## config.mk

```make
export PLATFORM = sky130hd
export DESIGN_NAME = disp_sched_flat
export DESIGN_NICKNAME = d
export VERILOG_FILES = /design/src/rtl/disp_pkg.sv /design/src/rtl/disp_sched_if.sv /design/src/rtl/disp_rr_pick.sv /design/src/rtl/disp_sched.sv /design/src/flat_wrapper.sv
export SDC_FILE = /design/constraint.sdc
export NUM_CORES = 1
export LEC_CHECK = 0
export ABC_AREA = 1
export BUFFER_PORTS_ARGS = -buffer_cell sky130_fd_sc_hd__buf_2
export CORE_UTILIZATION = 48
export DETAILED_ROUTE_END_ITERATION = 10
export PLACE_DENSITY = 0.81
export SLEW_MARGIN = 20
export SYNTH_ARGS = -nofsm -noshare
export SYNTH_HDL_FRONTEND = slang
export SYNTH_SLANG_ARGS = --single-unit
export TNS_END_PERCENT = 20
```

## constraint.sdc

```tcl
create_clock -name clk -period 2 [get_ports clk]
set_input_delay 0.4 -clock clk [delete_from_list [all_inputs] [get_ports clk]]
set_output_delay 0.4 -clock clk [all_outputs]
set_load 0.01 [all_outputs]
```

## src/rtl/disp_pkg.sv

```systemverilog
// Shared constants and types for the display-ownership scheduler.
package disp_pkg;

    localparam int NREQ  = 3;
    localparam int TMR_W = 25;

    typedef enum logic {
        IDLE = 1'b0,
        OWN  = 1'b1
    } state_t;

    // Requester indices wrap 0 -> 1 -> 2 -> 0.
    function automatic logic [1:0] rr_next(input logic [1:0] idx);
        return (idx == 2'd2) ? 2'd0 : idx + 2'd1;
    endfunction

endpackage

```

## src/rtl/disp_sched_if.sv

```systemverilog
// Requester-side and display-side signal bundle of the display scheduler.
interface disp_sched_if;
    import disp_pkg::*;

    logic [NREQ-1:0] req;
    logic [15:0]     dig0, dig1, dig2;
    logic [3:0]      dpi0, dpi1, dpi2;
    logic [NREQ-1:0] gnt;
    logic [3:0]      hex3, hex2, hex1, hex0;
    logic [3:0]      dp_out;
    logic            busy;

    modport master (
        output req, dig0, dig1, dig2, dpi0, dpi1, dpi2,
        input  gnt, hex3, hex2, hex1, hex0, dp_out, busy
    );

    modport slave (
        input  req, dig0, dig1, dig2, dpi0, dpi1, dpi2,
        output gnt, hex3, hex2, hex1, hex0, dp_out, busy
    );

endinterface

```

## src/rtl/disp_rr_pick.sv

```systemverilog
// Combinational round-robin search: first set req bit at start, start+1, start+2 (mod 3).
module disp_rr_pick
    import disp_pkg::*;
(
    input  logic [NREQ-1:0] req,
    input  logic [1:0]      start,
    output logic            found,
    output logic [1:0]      index
);

    logic [1:0] cand;

    always_comb begin
        found = 1'b0;
        index = start;
        cand  = start;
        for (int k = 0; k < NREQ; k++) begin
            if (!found && req[cand]) begin
                found = 1'b1;
                index = cand;
            end
            cand = rr_next(cand);
        end
    end

endmodule

```

## src/rtl/disp_sched.sv

```systemverilog
// Arbitrates three requesters for one 4-digit 7-seg display with a minimum hold time
// and round-robin rotation; all display-side outputs are registered.
module disp_sched
    import disp_pkg::*;
#(
    parameter int HOLD_CYC = 25_000_000
) (
    input  logic         clk,
    input  logic         reset_n,
    disp_sched_if.slave  bus
);

    localparam logic [TMR_W-1:0] TC = TMR_W'(HOLD_CYC - 1);

    state_t            state, state_nx;
    logic [1:0]        owner, owner_nx;
    logic [1:0]        last_owner, last_nx;
    logic [TMR_W-1:0]  timer, timer_nx;
    logic              expired;

    logic [NREQ-1:0]   own_mask;
    logic [NREQ-1:0]   pick_req;
    logic              pick_found;
    logic [1:0]        pick_idx;

    logic [NREQ-1:0]   gnt_q, gnt_nx;
    logic [15:0]       hex_q, hex_nx;
    logic [3:0]        dp_q, dp_nx;

    assign expired  = (timer == TC);
    assign own_mask = NREQ'(1) << owner;
    // While owning, last_owner == owner, so one search serves both states once the
    // current owner is masked out of the candidates.
    assign pick_req = (state == OWN) ? (bus.req & ~own_mask) : bus.req;

    disp_rr_pick u_pick (
        .req   (pick_req),
        .start (rr_next(last_owner)),
        .found (pick_found),
        .index (pick_idx)
    );

    always_comb begin
        state_nx = state;
        owner_nx = owner;
        last_nx  = last_owner;
        timer_nx = timer;
        case (state)
            IDLE: begin
                if (pick_found) begin
                    state_nx = OWN;
                    owner_nx = pick_idx;
                    last_nx  = pick_idx;
                    timer_nx = '0;
                end
            end
            OWN: begin
                if (!bus.req[owner] || (expired && pick_found)) begin
                    timer_nx = '0;
                    if (pick_found) begin
                        owner_nx = pick_idx;
                        last_nx  = pick_idx;
                    end else begin
                        state_nx = IDLE;
                    end
                end else if (!expired) begin
                    timer_nx = timer + 1'b1;
                end
            end
            default: state_nx = IDLE;
        endcase
    end

    always_comb begin
        gnt_nx = '0;
        hex_nx = 16'h0000;
        dp_nx  = 4'b0000;
        if (state_nx == OWN) begin
            gnt_nx = NREQ'(1) << owner_nx;
            case (owner_nx)
                2'd0:    begin hex_nx = bus.dig0; dp_nx = bus.dpi0; end
                2'd1:    begin hex_nx = bus.dig1; dp_nx = bus.dpi1; end
                default: begin hex_nx = bus.dig2; dp_nx = bus.dpi2; end
            endcase
        end
    end

    always_ff @(posedge clk or negedge reset_n) begin
        if (!reset_n) begin
            state      <= IDLE;
            owner      <= 2'd0;
            last_owner <= 2'd2;
            timer      <= '0;
            gnt_q      <= '0;
            hex_q      <= 16'h0000;
            dp_q       <= 4'b0000;
        end else begin
            state      <= state_nx;
            owner      <= owner_nx;
            last_owner <= last_nx;
            timer      <= timer_nx;
            gnt_q      <= gnt_nx;
            hex_q      <= hex_nx;
            dp_q       <= dp_nx;
        end
    end

    assign bus.gnt    = gnt_q;
    assign bus.busy   = |gnt_q;
    assign bus.hex3   = hex_q[15:12];
    assign bus.hex2   = hex_q[11:8];
    assign bus.hex1   = hex_q[7:4];
    assign bus.hex0   = hex_q[3:0];
    assign bus.dp_out = dp_q;

endmodule

```

## src/flat_wrapper.sv

```systemverilog
// flat-port wrapper written by rule: the top's interface ports become plain ports
module disp_sched_flat import disp_pkg::*;
#(
    parameter int HOLD_CYC = 25_000_000
)
  (clk, reset_n, bus_req, bus_dig0, bus_dig1, bus_dig2, bus_dpi0, bus_dpi1, bus_dpi2, bus_gnt, bus_hex3, bus_hex2, bus_hex1, bus_hex0, bus_dp_out, bus_busy);
  disp_sched_if bus_i ();
  input  logic clk;
  input  logic reset_n;
  input wire logic [$bits(bus_i.req)-1:0] bus_req;
  input wire logic [$bits(bus_i.dig0)-1:0] bus_dig0;
  input wire logic [$bits(bus_i.dig1)-1:0] bus_dig1;
  input wire logic [$bits(bus_i.dig2)-1:0] bus_dig2;
  input wire logic [$bits(bus_i.dpi0)-1:0] bus_dpi0;
  input wire logic [$bits(bus_i.dpi1)-1:0] bus_dpi1;
  input wire logic [$bits(bus_i.dpi2)-1:0] bus_dpi2;
  output wire logic [$bits(bus_i.gnt)-1:0] bus_gnt;
  output wire logic [$bits(bus_i.hex3)-1:0] bus_hex3;
  output wire logic [$bits(bus_i.hex2)-1:0] bus_hex2;
  output wire logic [$bits(bus_i.hex1)-1:0] bus_hex1;
  output wire logic [$bits(bus_i.hex0)-1:0] bus_hex0;
  output wire logic [$bits(bus_i.dp_out)-1:0] bus_dp_out;
  output wire logic [$bits(bus_i.busy)-1:0] bus_busy;
  assign bus_i.req = bus_req;
  assign bus_i.dig0 = bus_dig0;
  assign bus_i.dig1 = bus_dig1;
  assign bus_i.dig2 = bus_dig2;
  assign bus_i.dpi0 = bus_dpi0;
  assign bus_i.dpi1 = bus_dpi1;
  assign bus_i.dpi2 = bus_dpi2;
  assign bus_gnt = bus_i.gnt;
  assign bus_hex3 = bus_i.hex3;
  assign bus_hex2 = bus_i.hex2;
  assign bus_hex1 = bus_i.hex1;
  assign bus_hex0 = bus_i.hex0;
  assign bus_dp_out = bus_i.dp_out;
  assign bus_busy = bus_i.busy;
  disp_sched #(.HOLD_CYC(HOLD_CYC)) u_core (.clk(clk), .reset_n(reset_n), .bus(bus_i));
endmodule
```

==> implementation parameters <==
Parameter                              Value

Synthesis
  XOR/XNOR Fraction of Synth Area    0.0245
  Post-Synthesis Cell Area    roughly 3200 um2
  Count of yosys warnings during synthesis    0
  Post-synth top area share    0.404
  Compound-Gate Fraction of Synth Area    0.0703
  Fraction of synthesis flops using an asynchronous set or reset pin    1.00
  Distinct cell type count after synthesis    36
  Largest area contributor in the synthesized netlist    dfrtp_1
  Mux contribution to synthesized area    0
  Portion of the post-synthesis area used by sequential elements    0.412
  Number of flip-flops and latches in the synthesized netlist    53
  Count of flip-flops with a built-in enable after synthesis    0
  Top FF cell, synth    dfrtp_1
  Count of mapped cells out of synthesis    between 400 and 500
  Basic-gate share of the synthesized area counting and, or, nand and nor cells    0.413
  Avg Synthesized Cell Area    ~7 um2
  Ranking of synthesized cells by area    dfrtp_1 (40%), nand2_1 (17%), nand3_1 (9.6%)
  Share of synthesized cell area in full adder, half adder and majority cells    0.00388
  Dominant combinational cell family by area after synthesis    simple AND/OR/NAND/NOR gates
  Net Count, Synth    approximately 500

Critical path
  Reg-to-reg critical path startpoint    u_core.owner[1]
  Crit path max-delay family    simple AND/OR/NAND/NOR gates
  Slack of the worst reg-to-reg path    -0.26 ns
  Startpoint Class    register
  Kind of capture point of the worst setup path    register
  Worst-path cell with the longest stage delay    dfrtp_2
  Largest fanout of any net on the critical path    10
  Data arrival time at the worst-slack endpoint    between 2 and 3 ns
  Data required time of the worst path    ~2.3 ns
  Number of cell instances on the worst register-to-register path    14
  CP cell instances    nor2_2 > nand2_2 > nand3_1 > nand3_2 > nor2_4 > nand2_2 > o21ai_4 > inv_4 > nand2_4 > nand2_4 > buf_12 > nor3_4 > nand2_1 > nand3_2
  CP peak stage delay    between 0.4 and 0.5 ns
  R2r endpoint    u_core.hex_q[7]
  Buffering stage count on the worst path with inverters included    2
  Worst setup path category    reg -> reg

Clock network
  CTS clk-pin slew, worst paths    between 0.1 and 0.15 ns
  Clk Latency, worst-skew pair    0.32 ns
  Clock net sink count    53
  Inserted Clock Buffers    5
  # hold bufs at CTS    0
  H-Tree Level Count    2
  Clock tree root buffer cell    clkbuf_8
  Number of buffers on the longest clock path    2
  TritonCTS clock tree    done

Global route
  Total Routing Usage GR    0.279
  Initial antenna violation count    0
  Number of global-route vias before repair    about 3.6k
  GRT overflow    0
  Pin count of the biggest net entering global routing    37
  Wire length of the first global-routing pass    about 16000 um

Final layout
  Sequential Area    1330 um2
  Final core occ    0.707
  Total area of multi-input combinational cells    roughly 1800 um2
  Share of final-layout standard cells stronger than drive strength 1    0.362
  Net total in the final layout    approximately 670
  Layout area overhead    40.9%
  Post-route non-filler standard cell count    684
  Final antenna diode count    0
  Filler Cell Count    approximately 480

Run
  Maxcap violations    0

Detailed routing
  Number of DRC markers after the initial detailed-route iteration    ~180
  Average wire per standard cell    13.9 um
  DR vias/cell    between 5 and 6
  DR vias    between 3k and 4k
  Remaining antenna violation count    0
  Final wirelength    9520 um
  Pre-antenna DRT Iters    7
  DRC violations left    4

Timing
  Worst rel slew slack    0.693
  Number of failing setup endpoints in the final timing report    39
  RSZ-0062 raised after global routing    true
  Minimum clock period    roughly 2.3 ns
  Setup skew after layout    about 0.013 ns
  Transition at the pin with the smallest max-transition slack    0.460 ns
  Count of final max-slew check failures    0
  Worst Setup Slack, final    -0.262 ns
  Achievable clock frequency    442 MHz
  Final hold viol count    0
  Share of the cycle needed by the critical path after routing    1.13

Outcome
  Result of the run    finished with violations
  Failing checks    design-rule violations, negative setup slack

Placement
  Quantity of I/O buffers inserted on ports    a little under 90
  Placer congestion estimate    about 0.9
  Post-DP HPWL    slightly below 7000 um
  Placed insts    658
  Dpl ws    -0.251 ns

Floorplan
  Count of pins on the block boundary    between 80 and 90
  Overall die area    slightly above 7000 um2
  Core region area    roughly 6400 um2
  Die width    about 84 um
  Standard-cell rows    29
  Die outline height    roughly 84 um
  Initial core utilization    0.502

Power and ir drop
  Maximum vdd drop    between 1.5 and 2 mV
  Static Leak    0.00233 uW
  PwrDens    1610 nW/um2

Worst hold path
  Path category of the worst min-delay check    in -> async
[worst max-delay path by stage]
stage	start	endpoint	depth (start not counted)
finish	u_core.owner[1]	u_core.hex_q[7]	14
global route	u_core.owner[1]	u_core.hex_q[7]	14
CTS	u_core.owner[1]	u_core.hex_q[7]	14
detailed placement	u_core.owner[0]	u_core.hex_q[7]	14
global placement	u_core.owner[0]	u_core.hex_q[3]	14
floorplan	u_core.timer[0]	u_core.hex_q[14]	16
[layout make-up]
cell class                 instances  share of cell area
clock buffer                       6              0.0182
clock inverter                     2             0.00386
inverter                          48              0.0416
multi-input combinational        335               0.391
sequential                        53               0.293
tap                               77              0.0212
timing repair buffer             162               0.230
timing repair inverter             1             0.00165
[cell usage after synthesis (2+ instances only)]
cell type and count:
nand3_1 62, nor4_1 6, nand2_1 143, nand2_2 5, xor2_1 8, nor3_1 12, inv_1 42, nand3b_1 8
buf_4 2, nor2_1 22, o211ai_1 2, inv_2 5, dfrtp_1 52, o21ai_1 3, nand4_1 12, clkbuf_1 3
o21ai_0 20, nor2_2 6, buf_2 5, a21oi_1 10, nor2_4 4
[state kept, by name, summed over array words and instances, names as in the netlist]
| signal | flops |
|---|---|
| u_core.timer | 25 |
| u_core.last_owner | 2 |
| u_core.bus.dp_out | 4 |
| u_core.hex_q | 16 |
| u_core.owner | 2 |
| u_core.bus.gnt | 3 |
| u_core.state | 1 |
[metal layers]
metal,global-route usage,vias to the layer above,part of all wire
met1,0.323,1666,0.40
met3,0.0504,28,0.056
li1,-,1777,-
met2,0.506,158,0.52
met4,0.116,0,0.027
met5,0,-,0
[cell usage in the layout, fill, tap and decap left out, types with 2 or more instances in the layout]
master	n
nand2_1	137
buf_2	88
buf_4	68
nand3_1	57
dfrtp_1	51
inv_1	41
nor2_1	19
o21ai_0	14
nand4_1	12
nor2_4	10
nor3_1	10
a21oi_1	9
nand3b_1	8
o21ai_1	8
xor2_1	8
nand2_2	7
nand3_2	6
nor4_1	6
clkbuf_8	6
nand2_4	5
inv_2	4
nor2_2	3
buf_6	3
buf_12	3
o211ai_1	2
clkinvlp_4	2
nor3_2	2
inv_4	2
a21oi_4	2
[through the flow]
step                      hold slack (ns)  setup TNS [ns]  instance area [um2]  power [uW]
after global routing               0.0321           -9.65                 4540        7900
after global placement              0.364           -2.59                 4170        5520
final                              0.0125           -4.47                 4540        7300
after CTS                          0.0186           -1.96                 4460        6990
after floorplan                     0.104          -0.590                 3250        4300
after detailed placement            0.365           -4.88                 4170        5640
[cells by family after synthesis]
group	Yosys count
fa+ha+maj	1
buf+inv	59
compound gates	39
flops	53
simple gates	286
xor+xnor	9
[report_power, final]
| group | switching [uW] | internal (uW) | leakage, uW |
|---|---|---|---|
| Combinational | 2940 | 2120 | 0.00159 |
| Sequential | 146 | 1410 | 0.000691 |
| Clock | 394 | 289 | 0.0000518 |
[timing repair]
action	4_1_cts	5_1_grt
gates resized for setup	21	17
setup buffers	13	4
pin swaps	17	4
gates cloned	1	0
setup endpoints to repair	42	50
(Power assumes the default switching activity.)
